$ cat config.mk
export PLATFORM = sky130hd
export DESIGN_NAME = alu_writeback_stage
export DESIGN_NICKNAME = d
export VERILOG_FILES = /design/src/rtl/alu_writeback_stage_pkg.sv /design/src/rtl/alu_writeback_stage_flag_unit.sv /design/src/rtl/alu_writeback_stage.sv
export SDC_FILE = /design/constraint.sdc
export NUM_CORES = 1
export LEC_CHECK = 0
export ABC_CLOCK_PERIOD_IN_PS = 2900
export CELL_PAD_IN_SITES_DETAIL_PLACEMENT = 1
export CELL_PAD_IN_SITES_GLOBAL_PLACEMENT = 1
export CORE_MARGIN = 1.5
export CORE_UTILIZATION = 30
export DETAILED_ROUTE_END_ITERATION = 6
export PLACE_DENSITY = 0.85
export SLEW_MARGIN = 5
export SYNTH_ARGS = -nofsm -noshare
export SYNTH_HDL_FRONTEND = slang
export SYNTH_SLANG_ARGS = --single-unit
$ cat constraint.sdc
create_clock -name Clock -period 2.9 [get_ports Clock]
set_clock_uncertainty 0.1 [all_clocks]
set_input_delay 0.58 -clock Clock [delete_from_list [all_inputs] [get_ports Clock]]
set_output_delay 0.58 -clock Clock [all_outputs]
set_load 0.05 [all_outputs]
$ cat src/rtl/alu_writeback_stage_pkg.sv
// Shared CPU definitions: write-back source encodings, flag bit positions and default widths.
package alu_writeback_stage_pkg;

  localparam int DATA_W_DEF     = 16;
  localparam int REG_ADDR_W_DEF = 2;
  localparam int CNT_W_DEF      = 8;

  typedef enum logic [1:0] {
    WB_ALU   = 2'b00,
    WB_MEM   = 2'b01,
    WB_PC    = 2'b10,
    WB_FLAGS = 2'b11
  } wb_sel_e;

  localparam int FLAG_Z = 0;
  localparam int FLAG_C = 1;
  localparam int FLAG_V = 2;

endpackage

$ cat src/rtl/alu_writeback_stage_flag_unit.sv
// Architectural flags {V,C,Z}, sticky overflow and saturating overflow counter.
module flag_unit
  import alu_writeback_stage_pkg::*;
#(
  parameter int CNT_W = CNT_W_DEF
) (
  input  logic             clk,
  input  logic             rst,
  input  logic             i_update,
  input  logic             i_v,
  input  logic             i_c,
  input  logic             i_z,
  input  logic             i_clear,
  output logic [2:0]       o_flags,
  output logic             o_sticky,
  output logic [CNT_W-1:0] o_count
);

  logic [2:0]       r_flags;
  logic             r_sticky;
  logic [CNT_W-1:0] r_count;

  function automatic logic [CNT_W-1:0] sat_inc(input logic [CNT_W-1:0] v);
    return (&v) ? v : v + CNT_W'(1);
  endfunction

  // An accepted overflow beats a simultaneous clear: the event restarts the count at one.
  always_ff @(posedge clk or posedge rst) begin
    if (rst) begin
      r_flags  <= '0;
      r_sticky <= 1'b0;
      r_count  <= '0;
    end else begin
      if (i_update) begin
        r_flags[FLAG_V] <= i_v;
        r_flags[FLAG_C] <= i_c;
        r_flags[FLAG_Z] <= i_z;
      end
      if (i_update && i_v) begin
        r_sticky <= 1'b1;
        r_count  <= i_clear ? CNT_W'(1) : sat_inc(r_count);
      end else if (i_clear) begin
        r_sticky <= 1'b0;
        r_count  <= '0;
      end
    end
  end

  assign o_flags  = r_flags;
  assign o_sticky = r_sticky;
  assign o_count  = r_count;

endmodule

$ cat src/rtl/alu_writeback_stage.sv
// One-entry registered write-back stage after the ALU: write-back mux, branch
// resolution and valid/ready handshake; status flags live in flag_unit.
module alu_writeback_stage
  import alu_writeback_stage_pkg::*;
#(
  parameter int DATA_W     = DATA_W_DEF,
  parameter int REG_ADDR_W = REG_ADDR_W_DEF,
  parameter int CNT_W      = CNT_W_DEF
) (
  input  logic                  Clock,
  input  logic                  Reset,
  input  logic                  InValid,
  output logic                  InReady,
  input  logic [DATA_W-1:0]     REZ,
  input  logic                  Zero,
  input  logic                  Overflow,
  input  logic                  CarryOut,
  input  logic [DATA_W-1:0]     MemData,
  input  logic [DATA_W-1:0]     PCPlus2,
  input  logic [1:0]            WbSel,
  input  logic                  RegWrite,
  input  logic [REG_ADDR_W-1:0] DestReg,
  input  logic                  FlagWrite,
  input  logic                  Branch,
  input  logic                  BranchNE,
  input  logic [DATA_W-1:0]     BranchTarget,
  input  logic                  Flush,
  input  logic                  ClearSticky,
  input  logic                  OutReady,
  output logic                  OutValid,
  output logic                  WriteEn,
  output logic [REG_ADDR_W-1:0] WriteAddr,
  output logic [DATA_W-1:0]     WriteData,
  output logic                  BranchTaken,
  output logic [DATA_W-1:0]     BranchPC,
  output logic [2:0]            Flags,
  output logic                  StickyOverflow,
  output logic [CNT_W-1:0]      OverflowCount
);

  logic                  r_out_valid;
  logic                  r_regwrite;
  logic                  r_taken;
  logic [REG_ADDR_W-1:0] r_waddr;
  logic [DATA_W-1:0]     r_wdata;
  logic [DATA_W-1:0]     r_bpc;
  logic                  w_accept;
  logic [DATA_W-1:0]     w_wb_data;
  logic [2:0]            w_flags;

  assign InReady  = !r_out_valid || OutReady;
  assign w_accept = InValid && InReady && !Flush;

  // The flag word reflects flags before this instruction's own update.
  always_comb begin
    w_wb_data = REZ;
    case (WbSel)
      WB_ALU:   w_wb_data = REZ;
      WB_MEM:   w_wb_data = MemData;
      WB_PC:    w_wb_data = PCPlus2;
      WB_FLAGS: w_wb_data = {{(DATA_W-3){1'b0}}, w_flags};
      default:  w_wb_data = REZ;
    endcase
  end

  always_ff @(posedge Clock or posedge Reset) begin
    if (Reset) begin
      r_out_valid <= 1'b0;
      r_regwrite  <= 1'b0;
      r_taken     <= 1'b0;
      r_waddr     <= '0;
      r_wdata     <= '0;
      r_bpc       <= '0;
    end else begin
      if (Flush)         r_out_valid <= 1'b0;
      else if (w_accept) r_out_valid <= 1'b1;
      else if (OutReady) r_out_valid <= 1'b0;
      if (w_accept) begin
        r_regwrite <= RegWrite;
        r_taken    <= Branch && (Zero ^ BranchNE);
        r_waddr    <= DestReg;
        r_wdata    <= w_wb_data;
        r_bpc      <= BranchTarget;
      end
    end
  end

  flag_unit #(.CNT_W(CNT_W)) u_flag_unit (
    .clk      (Clock),
    .rst      (Reset),
    .i_update (w_accept && FlagWrite),
    .i_v      (Overflow),
    .i_c      (CarryOut),
    .i_z      (Zero),
    .i_clear  (ClearSticky),
    .o_flags  (w_flags),
    .o_sticky (StickyOverflow),
    .o_count  (OverflowCount)
  );

  assign OutValid    = r_out_valid;
  assign WriteEn     = r_out_valid && r_regwrite;
  assign WriteAddr   = r_waddr;
  assign WriteData   = r_wdata;
  assign BranchTaken = r_out_valid && r_taken;
  assign BranchPC    = r_bpc;
  assign Flags       = w_flags;

endmodule

==> flow_summary.toml, run 1 <==
[place]
gp_congestion = 0.778
place_area_um2 = 3770
pre_cts_ws_ns = 0.362
port_buffers = 130
hpwl_mm = 5.94

[clocking]
clkSinkCount = 49
postCtsSetupBuffers = 0
cts_tree = "yes"
cts.repair.resized = 0
ctsHoldBuffers = 0
cts-root-buf = "clkbuf_8"
clkLatencyLatePin_ns = 0.30
cts_max_level = 2
cts_buffer_depth = 2
path_clk_slew_ns = 0.10
cts_buffers = 5

[floorplanning]
core_um2 = 7370
ios = 131
rows = 31
die_h_um = 91.2
initial_core_util_pct = 31.6
die_w_um = 91.2
die_area_um2 = 8310

[worst_setup_path]
cp_max_fo = 4
start_kind = "flop"
reg2reg_depth = 5
end_kind = "output pin"
worst-endpoint-required_ns = 2.22
path_class = "reg -> out"
arrival_ns = 1.68

[grt]
grt_antenna_before_repair = 0
grt_pass1_wl_mm = 12.4
grt_max_degree = 27
first_global_vias = 2443
grtUsageTotal_pct = 18.9
gr-total-overflow = 0

[synthesis]
synth_async_sr_flop_share_pct = 100
synthDistinctLibCells = 35
ys_ff_latch = 49
synth_nets = 291
yosys_most_used_dff = "dfrtp_1"
synth.avg_cell_area_um2 = 11.2
syn_area_um2 = 2330
ys_seq_area_share_pct = 52.6
synth_largest_area_cell = "dfrtp_1"
synth_edf_count = 0
synth_cells = 209
synthTopCellsByArea = "dfrtp_1, mux2_2, a21oi_1, mux2i_1, nor2_1"
yosysWarnings = 0
synth_top_area_share_pct = 52.6

[detailed_routing]
final_antenna_net_count = 0
routed_wl_mm = 7.42
drt-initial-drc-count = 39
wire_per_inst_um = 16.8
avgViaCountPerCell = 4.88
drt-pass1-iter-count = 4
drc_errors = 0
routed-via-count = 2151

[pwr]
vdd_drop_max_v = 0.000258
p_sw_share_pct = 36.8
power-per-cell-area_nw_per_um2 = 569
switching_power_mw = 0.814
p_int_mw = 1.40
leakage_nw = 1.58
p_comb_share_pct = 39.6
power_mw = 2.21
clkPwrFrac_pct = 22.4
seq_power_share_pct = 38.0

[final_layout]
finish.utilization_pct = 52.8
multi_input_area_um2 = 1050
syn_to_final_growth_pct = 66.7
drive_gt1_share_pct = 15.2
n_fill_cell = 825
layout_commonest_cell = "clkdlybuf4s50_1"
nets = 423
postLayoutCellArea_um2 = 3890
mostFrequentLayoutCells = "clkdlybuf4s50_1, dfrtp_1, nor2_1, a21oi_1, mux2_2"
regArea_um2 = 1230
insertedDiodeCount = 0

[min_path]
worstHoldPathType = "reg -> reg"
hold_depth = 1

[timing]
timing.final.ws_setup_ns = 0.537
period_share_pct = 81.5
grt_setup_unrepaired = "no"
max_freq_mhz = 423
drv_slew = 0
finalHoldViolations = 0
slew-limit-headroom_pct = 33.5
worst_slew_pin_slew_ns = 0.996
final.setup.tns_ns = 0
setup-violations-final = 0
min_period_ns = 2.36

[status]
status = "completed"

[flow_run]
maxCapViolCount = 0
-- metrics by stage --
step                hold WS [ns]  instances
floorplan                  0.353        209
global placement           0.382        433
detailed placement         0.384        433
CTS                        0.419        441
global route               0.430        441
finish                     0.413        441
-- layer usage --
| metal | routed length, µm | vias up | part of all wire, % | track usage (%) |
|---|---|---|---|---|
| met2 | 3900 | 73 | 53 | 35.0 |
| met3 | 384 | 8 | 5.2 | 4.44 |
| met4 | 139 | 0 | 1.9 | 6.77 |
| met5 | 0 | - | 0 | 0 |
| met1 | 3000 | 1066 | 40 | 20.9 |
| li1 | - | 1004 | - | - |
-- logic make-up after synthesis --
family / synth area share, %
flops: 52.6
buf+inv: 2.84
simple gates: 13.0
xor+xnor: 0.376
fa+ha+maj: 0.536
mux: 20.5
compound gates: 10.1
-- sequential cells by signal, summed over array words and instances, names as in the netlist --
signal and flops:
BranchPC 16, WriteData 16, u_flag_unit.o_count 8, u_flag_unit.o_flags 3, WriteAddr 2, OutValid 1, r_regwrite 1, r_taken 1
u_flag_unit.o_sticky 1
-- power groups by stage --
stage	clock network (mW)	logic (mW)	registers (mW)
after global placement	0	0.865	0.845
after floorplan	0	0.176	1.18
final	0.497	0.876	0.840
after CTS	0.517	0.885	0.842
after detailed placement	0	0.882	0.856
after global routing	0.547	0.917	0.856
-- synthesized netlist by cell type, types with 3 or more instances --
cell	count
nor3_1	3
mux2_2	25
nor2_1	32
mux2i_1	13
clkbuf_1	8
nand2_1	5
inv_1	3
nand3_1	5
a21oi_1	31
dfrtp_1	49
mux4_2	3
o21ai_0	3
-- critical path, cell delays in order, from the launching register on --
cell	delay, ns
dfrtp_1	0.41
and2_2	0.15
clkdlybuf4s50_1	0.82
-- path summary, 6_finish.rpt --
path | from | endpoint | slack, ns
hold reg to reg | BranchPC[15] | BranchPC[15] | 0.41
max in group asynchronous | Reset | u_flag_unit.o_flags[0] | 1.64
min in group asynchronous | Reset | r_taken | 0.53
setup / recovery | OutValid | BranchTaken | 0.54
setup reg to reg | u_flag_unit.o_count[0] | u_flag_unit.o_count[2] | 0.95
hold / removal | BranchPC[15] | BranchPC[15] | 0.41
-- area by class of cell --
type,count,share of cell area (%)
clock buffers,5,1.77
inverters,3,0.290
multi-input cells,145,26.9
well taps,99,3.19
flip-flops and latches,49,31.5
clock inverters,3,1.19
repair buffers,137,35.1
(Power assumes the default switching activity.)
==> inputs of run 2 (changes only) <==
--- a/config.mk
+++ b/config.mk
@@ -5,13 +5,13 @@
 export SDC_FILE = /design/constraint.sdc
 export NUM_CORES = 1
 export LEC_CHECK = 0
-export ABC_CLOCK_PERIOD_IN_PS = 2900
+export ABC_CLOCK_PERIOD_IN_PS = 2100
 export CELL_PAD_IN_SITES_DETAIL_PLACEMENT = 1
 export CELL_PAD_IN_SITES_GLOBAL_PLACEMENT = 1
 export CORE_MARGIN = 1.5
-export CORE_UTILIZATION = 30
+export CORE_UTILIZATION = 25
 export DETAILED_ROUTE_END_ITERATION = 6
-export PLACE_DENSITY = 0.85
+export PLACE_DENSITY = 0.75
 export SLEW_MARGIN = 5
 export SYNTH_ARGS = -nofsm -noshare
 export SYNTH_HDL_FRONTEND = slang
==> constraint.sdc (replaced) <==
create_clock -name Clock -period 2.1 [get_ports Clock]
set_clock_uncertainty 0.1 [all_clocks]
set_input_delay 0.42 -clock Clock [delete_from_list [all_inputs] [get_ports Clock]]
set_output_delay 0.42 -clock Clock [all_outputs]
set_load 0.05 [all_outputs]
==> run 2 against run 1 <==
Design area is 1.6% higher. Largest power group unchanged. Clock power increased by 6.0%. Core utilization is 9.6 points lower.
==> flow_summary.toml, run 2 (synthesis gave the netlist of run 1 again) <==
[status]
status = "completed"

[final_layout]
syn_to_final_growth_pct = 69.3
regArea_um2 = 1230
layout_commonest_cell = "clkdlybuf4s50_1"
multi_input_area_um2 = 1050
mostFrequentLayoutCells = "clkdlybuf4s50_1, dfrtp_1, nor2_1, a21oi_1, mux2_2"
drive_gt1_share_pct = 19.5
insertedDiodeCount = 0
n_fill_cell = 1022
nets = 431

[detailed_routing]
final_antenna_net_count = 0
drc_errors = 0
wire_per_inst_um = 15.8
routed-via-count = 2179
drt-pass1-iter-count = 4
drt-initial-drc-count = 48
routed_wl_mm = 7.27
avgViaCountPerCell = 4.75

[worst_setup_path]
worst-endpoint-required_ns = 1.58
cp_max_fo = 4
slowest_delay_ns = 0.82
crit_chain = "clkdlybuf4s50_1"
arrival_ns = 1.51
end_kind = "output pin"
cp.buffers_inverters = 1
start_kind = "flop"
crit_slowest_cell = "clkdlybuf4s50_1"
reg2reg_depth = 5
r2r_start = "u_flag_unit.o_count[0]"
path_class = "reg -> out"
r2r_setup_slack_ns = 0.21
r2r_end = "u_flag_unit.o_count[2]"
cpLargestDelayFamily = "buffers and inverters"

[pwr]
power-per-cell-area_nw_per_um2 = 736
leakage_nw = 1.66
vdd_drop_max_v = 0.000384

[place]
pre_cts_ws_ns = -0.204
hpwl_mm = 5.66
port_buffers = 130
gp_congestion = 0.786

[clocking]
cts.repair.resized = 0
clkSinkCount = 49
postCtsSetupBuffers = 0
cts_buffer_depth = 2
clkLatencyLatePin_ns = 0.29
cts_buffers = 5
cts-root-buf = "clkbuf_8"
ctsHoldBuffers = 0
cts_max_level = 2
cts_tree = "yes"
path_clk_slew_ns = 0.09

[timing]
slew-limit-headroom_pct = 64.1
min_period_ns = 2.03
max_freq_mhz = 492
worst_slew_pin_slew_ns = 0.537
whs_ns = 0.406
setup-violations-final = 0
finalHoldViolations = 0
period_share_pct = 96.7
grt_setup_unrepaired = "no"
timing.final.ws_setup_ns = 0.0693
drv_slew = 0

[floorplanning]
die_h_um = 99.6
ios = 131
core_um2 = 9150
rows = 35
initial_core_util_pct = 25.5
die_area_um2 = 9920
die_w_um = 99.6

[flow_run]
maxCapViolCount = 0

[grt]
gr-total-overflow = 0
grtUsageTotal_pct = 15.1
grt_pass1_wl_mm = 12.0
grt_antenna_before_repair = 0
grt_max_degree = 50
first_global_vias = 2419

[min_path]
worstHoldPathType = "in -> async"
## run 2: cell types whose count changed in the layout (fill, tap and decap cells not counted), sizes merged
cell | before | now
buf | 8 | 26
bufinv | 1 | 0
clkdlybuf4s50 | 129 | 118
clkinvlp | 1 | 0
dlymetal6s2s | 0 | 1
## run 2: layer usage
metal / vias to the layer above / share of wire (%) / track usage [%]
met4: 0 / 1.8 / 3.90
met2: 81 / 50 / 26.9
met1: 1064 / 41 / 17.8
li1: 1022 / - / -
met5: - / 0 / 0
met3: 12 / 6.4 / 4.43
## run 2: worst max path at each step
stage                           startpoint                      to  slack [ns]  cells past startpoint
floorplan                         OutValid  u_flag_unit.o_count[3]        0.02                      5
global placement                   InValid  u_flag_unit.o_count[5]       -0.16                      5
detailed placement                 InValid  u_flag_unit.o_count[5]       -0.20                      5
CTS                 u_flag_unit.o_count[3]        OverflowCount[3]        0.02                      1
global route                      OutValid                OutValid       0.007                      1
finish                            OutValid                OutValid        0.07                      1
## run 2: layout make-up
class | count | share of cell area, %
Timing Repair Buffer | 145 | 36.8
Sequential cell | 49 | 31.1
Multi-Input combinational cell | 145 | 26.5
Tap cell | 111 | 3.52
Clock buffer | 5 | 1.74
Inverter | 3 | 0.285
Clock inverter | 1 | 0.127
## run 2: per-stage QoR
stage          cell area, µm²  setup TNS [ns]  std cells  utilization, %  power, mW
2_1_floorplan            2330               0        209               -       1.88
3_3_place_gp             3870          -0.457        453            42.3       2.39
3_5_place_dp             3870          -0.616        453            42.3       2.41
4_1_cts                  3950               0        459            43.1       2.96
5_1_grt                  3950               0        459            43.1       3.06
6_report                 3950               0        459            43.1       2.91
## run 2: where the power goes
group	switching, mW	internal, mW
clock	0.306	0.220
combinational	0.712	0.510
sequential	0.0785	1.08
total	1.10	1.81
==> inputs of run 3 (changes only) <==
--- a/config.mk
+++ b/config.mk
@@ -11,7 +11,7 @@
 export CORE_MARGIN = 1.5
 export CORE_UTILIZATION = 25
 export DETAILED_ROUTE_END_ITERATION = 6
-export PLACE_DENSITY = 0.75
+export PLACE_DENSITY_LB_ADDON = 0.1
 export SLEW_MARGIN = 5
 export SYNTH_ARGS = -nofsm -noshare
 export SYNTH_HDL_FRONTEND = slang
==> run 3 against run 2 <==
Worst setup slack better by 0.0018 ns. Clock power is 14% higher. Global-route usage is 0.82 points lower. Via count is 1.1% lower. Wire length is 2.9% lower. Highest routed layer unchanged. Clock-buffer cell count is 1 higher. Worst hold slack worse by 0.031 ns.
==> flow_summary.toml, run 3 (synthesis gave the netlist of run 1 again) <==
[final_layout]
postLayoutCellArea_um2 = 3960
syn_to_final_growth_pct = 69.9
drive_gt1_share_pct = 19.8
insertedDiodeCount = 0
mostFrequentLayoutCells = "clkdlybuf4s50_1, dfrtp_1, nor2_1, a21oi_1, mux2_2"
layout_commonest_cell = "clkdlybuf4s50_1"
finish.utilization_pct = 43.3
nets = 429

[pwr]
leakage_nw = 1.69
power-per-cell-area_nw_per_um2 = 748
vdd_drop_max_v = 0.000284
p_int_mw = 1.85
clkPwrFrac_pct = 20.3
p_sw_share_pct = 37.5
switching_power_mw = 1.11
p_comb_share_pct = 40.9
seq_power_share_pct = 38.9

[grt]
grt_pass1_wl_mm = 11.2
grt_antenna_before_repair = 0
gr-total-overflow = 0
grtUsageTotal_pct = 14.3
grt_max_degree = 50
first_global_vias = 2202

[worst_setup_path]
cp.buffers_inverters = 1
path_class = "reg -> out"
start_kind = "flop"
arrival_ns = 1.51
crit_slowest_cell = "clkdlybuf4s50_1"
end_kind = "output pin"
worst-endpoint-required_ns = 1.58
crit_chain = "clkdlybuf4s50_1"
cp_max_fo = 4
cpLargestDelayFamily = "buffers and inverters"
slowest_delay_ns = 0.81

[place]
port_buffers = 130
place_area_um2 = 3860
hpwl_mm = 5.23
gp_congestion = 0.728

[timing]
finalHoldViolations = 0
setup-violations-final = 0
period_share_pct = 96.6
final.setup.tns_ns = 0
slew-limit-headroom_pct = 63.0
grt_setup_unrepaired = "no"
min_period_ns = 2.03
max_freq_mhz = 493
drv_slew = 0
worst_slew_pin_slew_ns = 0.553

[status]
status = "completed"

[min_path]
worstHoldPathType = "in -> async"

[detailed_routing]
wl_met3_um = 520
wire_per_inst_um = 15.4
avgViaCountPerCell = 4.70
drt-pass1-iter-count = 3
routed_wl_mm = 7.05
drc_errors = 0
met2_length_mm = 3.46
wl_met1_mm = 3.02
routed.top_layer = "met4"
final_antenna_net_count = 0
routed-via-count = 2156
drt-initial-drc-count = 29

[clocking]
clkSinkCount = 49
clkLatencyLatePin_ns = 0.30
cts_buffer_depth = 2
cts_tree = "yes"
path_clk_slew_ns = 0.10
cts_max_level = 2
postCtsSetupBuffers = 0
cts_buffers = 5
cts-root-buf = "clkbuf_8"

[floorplanning]
initial_core_util_pct = 25.5
die_h_um = 99.6
ios = 131
core_um2 = 9150
die_area_um2 = 9920
rows = 35
die_w_um = 99.6

[flow_run]
maxCapViolCount = 0
[run 3: cell types whose count changed in the layout (fill, tap and decap cells not counted), sizes merged]
cell / change
clkdlybuf4s50: -3
buf: -2
dlymetal6s2s: +2
clkbuf: +1
clkinv: +1
dlygate4sd2: +1
[run 3: cell type report]
| class | count | area [µm²] |
|---|---|---|
| tap | 111 | 139 |
| clock inverter | 2 | 13.8 |
| timing repair buffer | 143 | 1440 |
| sequential | 49 | 1230 |
| fill | 1003 | 5190 |
| clock buffer | 6 | 82.6 |
| multi-input combinational | 145 | 1050 |
| inverter | 3 | 11.3 |
[run 3: final timing paths]
kind                                   startpoint                endpoint  slack [ns]  depth (start not counted)
max                        u_flag_unit.o_count[4]        OverflowCount[4]        0.07                          1
min                                         Reset            WriteAddr[0]        0.38                          3
max reg2reg                              OutValid  u_flag_unit.o_count[3]        0.26                          4
min reg2reg                            r_regwrite              r_regwrite        0.41                          1
max in group asynchronous                   Reset           WriteData[10]        1.29                          3
min in group Clock                     r_regwrite              r_regwrite        0.41                          1
[run 3: power by group through the flow]
stage | clock, mW | combinational, mW | sequential, mW
after detailed placement | 0 | 1.22 | 1.17
final | 0.601 | 1.21 | 1.15
after floorplan | 0 | 0.243 | 1.64
after global placement | 0 | 1.22 | 1.17
after global routing | 0.681 | 1.27 | 1.17
after CTS | 0.644 | 1.23 | 1.16
[run 3: repair_timing]
action                     4_1_cts  5_1_grt
pin swaps                        0        0
gates resized for setup          1        4
setup endpoints to repair        1        7
cloned                           0        0
hold buffers                     0        0
[run 3: metrics by stage]
stage / setup slack [ns] / power (mW) / hold slack, ns / instances
finish: 0.0710 / 2.96 / 0.375 / 459
global route: 0.00396 / 3.13 / 0.399 / 459
CTS: 0.00267 / 3.03 / 0.370 / 459
detailed placement: -0.179 / 2.40 / 0.384 / 451
global placement: -0.130 / 2.38 / 0.384 / 451
floorplan: 0.0188 / 1.88 / 0.353 / 209
[run 3: worst reg2reg max path, delay by kind of cell, from the launching register on]
family          cells  cell delay, ns
simple gates        3            1.08
flops               1            0.43
compound gates      1            0.16
[run 3: routing by layer]
| metal | GRT usage, % | vias to the layer above |
|---|---|---|
| li1 | - | 1016 |
| met1 | 17.5 | 1060 |
| met2 | 24.4 | 76 |
| met3 | 4.71 | 4 |
| met4 | 3.25 | 0 |
| met5 | 0 | - |
